`src/rtl/muntjac_pkg.sv`:
```
// Shared types and constants for the muntjac refill path.
package muntjac_pkg;

  localparam int RefillAddrLen  = 56;
  localparam int RefillLenWidth = 3;

  localparam logic RefillIdDcache = 1'b0;
  localparam logic RefillIdIcache = 1'b1;

  typedef struct packed {
    logic [RefillAddrLen-1:0]  addr;
    logic [RefillLenWidth-1:0] len;
  } refill_req_t;

  typedef enum logic [1:0] {
    IDLE,
    REQ,
    RESP
  } refill_arb_state_e;

endpackage

```
`src/rtl/muntjac_rr_arbiter.sv`:
```
// Combinational N-way round-robin pick. The search starts just after the
// previous winner and wraps, so the previous winner has lowest priority.
module muntjac_rr_arbiter #(
  parameter int N    = 2,
  parameter int IdxW = (N > 1) ? $clog2(N) : 1
) (
  input  logic [N-1:0]    valid,
  input  logic [IdxW-1:0] last,
  output logic [N-1:0]    gnt,
  output logic [IdxW-1:0] idx
);

  logic            found;
  logic [IdxW-1:0] cand;

  // walk candidates in priority order, keep the first valid one
  always_comb begin
    gnt   = '0;
    idx   = '0;
    found = 1'b0;
    cand  = '0;
    for (int off = 1; off <= N; off++) begin
      cand = IdxW'((int'(last) + off) % N);
      if (!found && valid[cand]) begin
        found     = 1'b1;
        gnt[cand] = 1'b1;
        idx       = cand;
      end
    end
  end

endmodule

```
`src/rtl/muntjac_refill_arbiter.sv`:
```
// Shares one downstream refill port between the dcache (0) and icache (1).
// One read burst in flight at a time, round-robin between requesters, grant
// held until the last response beat.
// Optional: MUNTJAC_REFILL_ARB_PERF_EN adds saturating grant/wait counters.
//
//   state | meaning
//   IDLE  | no burst; accept the round-robin winner
//   REQ   | presenting latched request downstream
//   RESP  | routing response beats to the owner
module muntjac_refill_arbiter
  import muntjac_pkg::*;
#(
  parameter int PhysAddrLen = 56,
  parameter int DataWidth   = 64,
  parameter int LenWidth    = 3
) (
  input  logic                        clk_i,
  input  logic                        rst_i,
  input  logic [1:0]                  req_valid_i,
  output logic [1:0]                  req_ready_o,
  input  logic [1:0][PhysAddrLen-1:0] req_addr_i,
  input  logic [1:0][LenWidth-1:0]    req_len_i,
  output logic                        mem_req_valid_o,
  input  logic                        mem_req_ready_i,
  output logic [PhysAddrLen-1:0]      mem_req_addr_o,
  output logic [LenWidth-1:0]         mem_req_len_o,
  output logic                        mem_req_id_o,
  input  logic                        mem_resp_valid_i,
  output logic                        mem_resp_ready_o,
  input  logic [DataWidth-1:0]        mem_resp_data_i,
  input  logic                        mem_resp_last_i,
  output logic [1:0]                  resp_valid_o,
  input  logic [1:0]                  resp_ready_i,
  output logic [DataWidth-1:0]        resp_data_o,
  output logic                        busy_o,
  output logic                        err_o
`ifdef MUNTJAC_REFILL_ARB_PERF_EN
  ,
  output logic [1:0][31:0]            grant_cnt_o,
  output logic [31:0]                 wait_cnt_o
`endif
);

  refill_arb_state_e      state_q, state_d;
  logic                   last_q;
  logic [PhysAddrLen-1:0] addr_q;
  logic [LenWidth-1:0]    len_q;
  logic [LenWidth-1:0]    cnt_q;
  logic                   id_q;
  logic                   err_q;

  logic [1:0] win_gnt;
  logic       win_idx;
  logic       accept;
  logic       beat;

  muntjac_rr_arbiter #(.N(2)) u_rr (
    .valid (req_valid_i),
    .last  (last_q),
    .gnt   (win_gnt),
    .idx   (win_idx)
  );

  // next state and all handshake/routing outputs
  always_comb begin
    state_d          = state_q;
    accept           = 1'b0;
    req_ready_o      = '0;
    mem_req_valid_o  = 1'b0;
    mem_resp_ready_o = 1'b0;
    resp_valid_o     = '0;
    resp_data_o      = '0;
    unique case (state_q)
      IDLE: begin
        if (|req_valid_i) begin
          req_ready_o = win_gnt;
          accept      = 1'b1;
          state_d     = REQ;
        end
      end
      REQ: begin
        mem_req_valid_o = 1'b1;
        if (mem_req_ready_i) state_d = RESP;
      end
      RESP: begin
        resp_valid_o[id_q] = mem_resp_valid_i;
        mem_resp_ready_o   = resp_ready_i[id_q];
        resp_data_o        = mem_resp_data_i;
        if (mem_resp_valid_i && mem_resp_ready_o && mem_resp_last_i) state_d = IDLE;
      end
      default: state_d = IDLE;
    endcase
  end

  // ready is only ever raised in RESP, so this is a RESP beat handshake
  assign beat = mem_resp_valid_i & mem_resp_ready_o;

  // state, latched request, beat counter and sticky length error
  always_ff @(posedge clk_i) begin
    if (rst_i) begin
      state_q <= IDLE;
      last_q  <= RefillIdIcache;
      addr_q  <= '0;
      len_q   <= '0;
      id_q    <= RefillIdDcache;
      cnt_q   <= '0;
      err_q   <= 1'b0;
    end else begin
      state_q <= state_d;
      if (accept) begin
        addr_q <= req_addr_i[win_idx];
        len_q  <= req_len_i[win_idx];
        id_q   <= win_idx;
        last_q <= win_idx;
        cnt_q  <= '0;
      end
      if (beat) begin
        cnt_q <= cnt_q + 1'b1;
        // last must coincide exactly with the beat numbered len
        if (mem_resp_last_i != (cnt_q == len_q)) err_q <= 1'b1;
      end
    end
  end

  assign mem_req_addr_o = addr_q;
  assign mem_req_len_o  = len_q;
  assign mem_req_id_o   = id_q;
  assign busy_o         = (state_q != IDLE);
  assign err_o          = err_q;

`ifdef MUNTJAC_REFILL_ARB_PERF_EN
  logic [1:0][31:0] grant_cnt_q;
  logic [31:0]      wait_cnt_q;

  // saturating per-requester grant counts and stalled-request cycles
  always_ff @(posedge clk_i) begin
    if (rst_i) begin
      grant_cnt_q <= '0;
      wait_cnt_q  <= '0;
    end else begin
      for (int r = 0; r < 2; r++) begin
        if (req_ready_o[r] && (grant_cnt_q[r] != '1)) grant_cnt_q[r] <= grant_cnt_q[r] + 32'd1;
      end
      if ((|req_valid_i) && !(|req_ready_o) && (wait_cnt_q != '1)) wait_cnt_q <= wait_cnt_q + 32'd1;
    end
  end

  assign grant_cnt_o = grant_cnt_q;
  assign wait_cnt_o  = wait_cnt_q;
`endif

endmodule

```
`config.mk`:
```
export PLATFORM = sky130hd
export DESIGN_NAME = muntjac_refill_arbiter
export DESIGN_NICKNAME = d
export VERILOG_FILES = /design/src/rtl/muntjac_pkg.sv /design/src/rtl/muntjac_rr_arbiter.sv /design/src/rtl/muntjac_refill_arbiter.sv
export SDC_FILE = /design/constraint.sdc
export NUM_CORES = 1
export LEC_CHECK = 0
export CORE_AREA = 2 2 124 126
export DETAILED_ROUTE_END_ITERATION = 8
export DIE_AREA = 0 0 126 128
export PLACE_DENSITY_LB_ADDON = 0.12
export SLEW_MARGIN = 20
export SYNTH_ARGS = -nofsm -noshare
export SYNTH_HDL_FRONTEND = slang
export SYNTH_SLANG_ARGS = --single-unit
```
`constraint.sdc`:
```
create_clock -name clk_i -period 1.24 [get_ports clk_i]
set_input_delay 0.248 -clock clk_i [delete_from_list [all_inputs] [get_ports clk_i]]
set_output_delay 0.248 -clock clk_i [all_outputs]
set_load 0.05 [all_outputs]
```
==> results_dict.tcl, run 1 <==
set metrics [dict create \
    status "finished, violations left" \
    violations "negative setup slack" \
    maxCapViolations 0 \
    hold_violations 0 \
    ioPinCount 323 \
    path_clk_slew_ns 0.06 \
    drtIter0Drc 76 \
    die-area_sq_mm 0.0161 \
    hold_depth 2 \
    layout-drive-gt1-share_pct 53.7 \
    viasPerCell 4.62 \
    clock_path_buffers 2 \
    antenna_cells 0 \
    maxSlewHeadroom_pct 76.1 \
    startpoint_type "flip-flop" \
    combPwrFrac_pct 50.9 \
    hold_end "mem_req_addr_o[17]$_SDFFE_PP0P_" \
    gr-total-overflow 0 \
    synth_area_leaders "dfxtp_1 35%, a211oi_2 19%, mux2i_1 15%, and2_1 11%, nor2_1 6.2%" \
    ys_ff_latch 67 \
    p_leak_uw 0.00411 \
    p_clk_share_pct 24.8 \
    syn_inst 388 \
    insertion_delay_ns 0.34 \
    cts_sinks 67 \
    p_sw_share_pct 35.1 \
    avgRoutedWirePerCell_microns 19.6 \
    design.core.area_sq_mm 0.0149 \
    dieHeight_microns 128 \
    cts-root-buf "clkbuf_16" \
    fin_cells 953 \
    area_growth_pct 170 \
    slew_violations 0 \
    ctsHtreeMaxLevel 3 \
    hold_start "rst_i" \
    synth_seq_area_share_pct 34.7 \
    mostFrequentLayoutCell "clkdlybuf4s50_1" \
    reg2reg_slack_ns -0.26 \
    crit_start "state_q[1]$_SDFFE_PP0P_" \
    wl_mm 18.7 \
    dr.pass1.iters 4 \
    arrival_ns 1.47 \
    r2r-start "state_q[1]$_SDFFE_PP0P_" \
    synth.top_cell.area_share_pct 34.7 \
    port_buffers 322 \
    fp-row-count 45 \
    min_period_ns 1.72 \
    ant_nets 0 \
    numCtsBuffers 9 \
    grt_pass1_vias 4674 \
    routabilityCongestion 0.907 \
    track_usage_pct 22.6 \
    cts_tree "yes" \
    period_share_pct 139 \
    p_int_uw 7300 \
    postSynthAreaPerCell_sq_um 9.97 \
    skew_ns 0.0130 \
    netlist_area_sq_mm 0.00387 \
    cp_data_required_time_ns 0.99 \
    setup_tns_ns -43.33 \
    synth_top_cell_by_area "dfxtp_1" \
    syn-num-nets 580 \
    power.total_uw 11200 \
    ir_worst_vdd_mv 0.684 \
    endpoint_kind "output port" \
    final_cell_mix "187 x clkdlybuf4s50_1, 147 x buf_12, 66 x and2_4" \
    hold_class "in -> reg" \
    nets 952 \
    cp_max_fo 9 \
    vias 4399 \
    synth.distinct_cells 36 \
    ctsHoldBuffers 0 \
    power.density_mw_per_mm2 1080 \
    utilization_pct 70.1 \
    start_util_pct 26.0 \
    fin_ws_ns -0.482 \
    yosysWarnings 0 \
    grt_setup_unrepaired "yes" \
    die_w_microns 126 \
    worst-setup-path-type "reg -> out" \
    route.detailed.drc 0 \
    r2r_cells 10 \
    grt_pass1_wl_mm 27.9 \
    grt_max_degree 20 \
    worst_pin_slew_ns 0.358 \
    r2r_end "mem_req_addr_o[20]$_SDFFE_PP0P_" \
    antenna_found_initial 0 \
    setup_viol 133 \
    seq_power_share_pct 24.3 \
    power_switching_uw 3940 \
    dp.final_hpwl_mm 13.0 \
    place_ws_ns -0.640 \
    fmax_mhz 581 \
    placedCellCount 890 \
]
[cells in the mapped netlist (all sizes together)]
| library cell | number |
|---|---|
| mux2 | 1 |
| nand2b | 1 |
| ha | 1 |
| inv | 2 |
| or2 | 1 |
| mux2i | 59 |
| nand3 | 5 |
| nand4 | 2 |
| nor3b | 1 |
| xor2 | 1 |
| buf | 27 |
| o21ai | 1 |
| xnor2 | 3 |
| dfxtp | 67 |
| nor2b | 3 |
| a22oi | 1 |
| a221o | 2 |
| nor2 | 66 |
| nor3 | 1 |
| a21boi | 1 |
| a211oi | 59 |
| and2 | 66 |
| a21oi | 4 |
| nand2 | 2 |
| clkbuf | 9 |
| and3 | 1 |
| nor4 | 1 |
[through the flow]
stage / hold slack [ns] / instance area [sq um]
floorplan: 0.398 / 4190
CTS: 0.239 / 10400
finish: 0.244 / 10400
global route: 0.248 / 10400
global placement: 0.491 / 8890
detailed placement: 0.505 / 8890
[final cells by class]
cell class	count	area (sq um)
fillers	1057	4440
flip-flops and latches	67	1360
well taps	188	235
clock buffers	10	229
multi-input cells	283	2740
inverters	2	12.5
clock inverters	6	87.6
repair buffers	397	5770
[worst max path at each step]
stage	end	slack (ns)	depth (start not counted)
after global placement	mem_req_len_o[2]$_SDFFE_PP0P_	-0.57	5
after floorplan	resp_valid_o[0]	-0.16	5
after CTS	resp_data_o[48]	-0.48	5
after global routing	resp_data_o[43]	-0.51	5
after detailed placement	mem_req_len_o[2]$_SDFFE_PP0P_	-0.64	5
final	resp_data_o[48]	-0.48	5
[critical path: stages (launching register included)]
cell,delay (ns)
dfxtp_4,0.36
nor2b_4,0.18
buf_8,0.16
clkbuf_16,0.16
and2_4,0.14
buf_12,0.13
[power groups by stage]
| stage | logic [uW] | clock network, uW | registers (uW) |
|---|---|---|---|
| 2_1_floorplan | 1580 | 0 | 3460 |
| 3_3_place_gp | 4620 | 0 | 2730 |
| 3_5_place_dp | 4670 | 0 | 2740 |
| 4_1_cts | 5820 | 2820 | 2720 |
| 5_1_grt | 5950 | 2960 | 2760 |
| 6_report | 5720 | 2780 | 2730 |
[cells by family (layout without fill, tap and decap cells)]
logic type,after synthesis,count (layout),share of synthesized area [%]
adders and majority gates,1,1,0.323
muxes,60,60,15.6
AOI/OAI and AO/OA,68,68,20.7
DFF,67,67,34.7
xor gates and xnor gates,4,4,0.906
and+or+nand+nor,150,150,20.1
buffers and inverters,38,415,7.70
[what timing repair did]
item,CTS,global route
pin swaps,20,27
cloned,23,2
resized for setup,99,53
endpoints found under the setup margin,136,135
buffers inserted,27,11
[sequential cells by signal, summed over array words and instances, names as in the netlist]
| signal | cells |
|---|---|
| mem_req_addr_o | 56 |
| cnt_q | 3 |
| err_o | 1 |
| state_q | 2 |
| mem_req_id_o | 1 |
| last_q | 1 |
| mem_req_len_o | 3 |
[layer usage]
metal	global-route usage (%)	vias to the layer above	share of wire, %	wire [microns]
li1	-	2095	-	-
met1	23.7	2068	36	6780
met2	42.8	205	53	10000
met3	6.26	31	7.4	1380
met4	8.60	0	3.0	553
met5	0	-	0	0
(Power assumes the default switching activity.)
==> run 2, diff against run 1 <==
CORE_AREA = 2 2 125 127   (was 2 2 124 126)
DIE_AREA = 0 0 127 129   (was 0 0 126 128)
clock period = 1.6 ns   (was 1.24 ns; I/O delays follow)
==> run 2 against run 1 <==
The flow still finishes with violations (negative setup slack). Count of clock-buffer cells in the layout is 1 higher. Register-to-register slack better by 0.26 ns. Critical path depth stayed put. Setup slack better by 0.32 ns. Routed wire length is 18% lower. Sequential cell count stayed put. First-iteration DRC count is 100% higher. Sequential share of layout area is 2.4 points higher. Via count is 6.8% lower. Hold slack better by 0.16 ns. Core utilization is 12 points lower. Critical endpoint is now resp_data_o[52]. Largest cell class unchanged. Highest routed layer unchanged.
==> results_dict.tcl, run 2 (synthesis gave the netlist of run 1 again) <==
set metrics [dict create \
    status "finished, violations left" \
    violations "negative setup slack" \
    grt_pass1_vias 4225 \
    slew_violations 0 \
    cp_data_required_time_ns 1.28 \
    dr.pass1.iters 3 \
    viasPerCell 4.47 \
    route.detailed.drc 0 \
    ir_worst_vdd_mv 0.448 \
    min_period_ns 1.77 \
    largest_reg_flops 56 \
    cts-root-buf "clkbuf_16" \
    fillCellCount 1257 \
    multi_input_area_sq_mm 0.00243 \
    die_w_microns 127 \
    cpMaxStageDelayCell "dfxtp_4" \
    maxCapViolations 0 \
    drtIter0Drc 154 \
    fp-row-count 45 \
    regArea_sq_mm 0.00135 \
    track_usage_pct 17.4 \
    gr-total-overflow 0 \
    grt_max_degree 45 \
    dp.final_hpwl_mm 11.6 \
    numCtsBuffers 9 \
    layout-drive-gt1-share_pct 44.7 \
    dieHeight_microns 129 \
    fin_area_sq_mm 0.00876 \
    cp_max_fo 18 \
    fin_ws_ns -0.165 \
    ctsHtreeMaxLevel 3 \
    vias 4099 \
    skew_ns 0.00538 \
    mostFrequentLayoutCell "clkdlybuf4s50_1" \
    cp_common_cell "buf_12" \
    endpoint_kind "output port" \
    ioPinCount 323 \
    grt_setup_unrepaired "yes" \
    start_util_pct 25.8 \
    ctsHoldBuffers 0 \
    hold_class "in -> reg" \
    hold_violations 0 \
    path_clk_slew_ns 0.05 \
    reg2reg_slack_ns 0 \
    cts_tree "yes" \
    area_growth_pct 126 \
    wl_mm 15.4 \
    insertion_delay_ns 0.33 \
    cts_sinks 67 \
    ant_nets 0 \
    crit_chain "nor2b_4 -> buf_12 -> buf_16 -> and2_2 -> buf_12" \
    power.total_uw 7340 \
    fmax_mhz 567 \
    p_leak_uw 0.00354 \
    antenna_cells 0 \
    critPathBufInv 3 \
    die-area_sq_mm 0.0164 \
    antenna_found_initial 0 \
    design.core.area_sq_mm 0.0150 \
    final_cell_mix "187 x clkdlybuf4s50_1, 85 x buf_12, 76 x buf_4" \
    critPathTopFamily "buffers and inverters" \
    utilization_pct 58.5 \
    cp_slowest_stage_delay_ns 0.35 \
    worst_pin_slew_ns 0.411 \
    grt_pass1_wl_mm 22.1 \
    routabilityCongestion 0.741 \
    worst-setup-path-type "reg -> out" \
    setup_viol 68 \
    port_buffers 322 \
    power.density_mw_per_mm2 839 \
    arrival_ns 1.45 \
    nets 916 \
    dpl_cell_area_sq_mm 0.00799 \
    period_share_pct 110 \
    clock_path_buffers 2 \
    maxSlewHeadroom_pct 72.6 \
    startpoint_type "flip-flop" \
    avgRoutedWirePerCell_microns 16.8 \
]
[run 2: final cells by class]
class | count | share of cell area [%]
Tap cell | 188 | 2.69
Sequential cell | 67 | 15.4
Timing Repair Buffer | 361 | 50.5
Clock inverter | 5 | 0.886
Clock buffer | 11 | 2.66
Inverter | 2 | 0.0857
Multi-Input combinational cell | 283 | 27.8
[run 2: worst reg2reg max path, stage by stage (launching register included)]
cell	delay (ns)
dfxtp_4	0.35
nor2b_4	0.15
buf_12	0.15
buf_16	0.15
buf_4	0.14
nand3_2	0.10
buf_4	0.16
or2_1	0.21
a21oi_2	0.13
[run 2: final timing paths]
kind,from,to,depth (start not counted)
min,rst_i,state_q[1]$_SDFFE_PP0P_,2
min reg2reg,cnt_q[1]$_SDFFE_PP0P_,cnt_q[1]$_SDFFE_PP0P_,2
max reg2reg,state_q[0]$_SDFFE_PP0P_,cnt_q[0]$_SDFFE_PP0P_,8
max,state_q[0]$_SDFFE_PP0P_,resp_data_o[52],5
[run 2: per-stage QoR]
stage          hold slack, ns  worst slack (ns)  cells  setup TNS, ns
2_1_floorplan           0.470           -0.0316    388         -0.126
3_3_place_gp            0.487            -0.316    879         -15.06
3_5_place_dp            0.505            -0.349    879         -17.94
4_1_cts                 0.387            -0.178    908         -10.20
5_1_grt                 0.407            -0.231    917         -13.76
6_report                0.401            -0.165    917          -9.27
[run 2: timing repair]
item	in CTS	in global routing
pin swaps	3	4
gates resized for setup	59	7
cloned	5	5
setup endpoints to repair	71	116
setup buffers	8	4
[run 2: report_power, final]
part | leakage [uW] | switching [uW] | internal (uW)
clock network | 0.000150 | 706 | 1360
logic | 0.00284 | 1760 | 1520
registers | 0.000557 | 118 | 1870
total | 0.00354 | 2590 | 4750
[run 2: layer usage]
metal  vias up  wire length (microns)  GRT usage [%]
met5         -                      0              0
met4         0                    247           5.49
met3        16                   1520           6.94
met2       181                   8280           33.2
met1      1876                   5380           17.1
li1       2026                      -              -
==> run 3, diff against run 2 <==
SLEW_MARGIN = not set   (was 20)
==> results of run 3 <==
The final DEF is identical to that of run 2; final timing and power are the same.
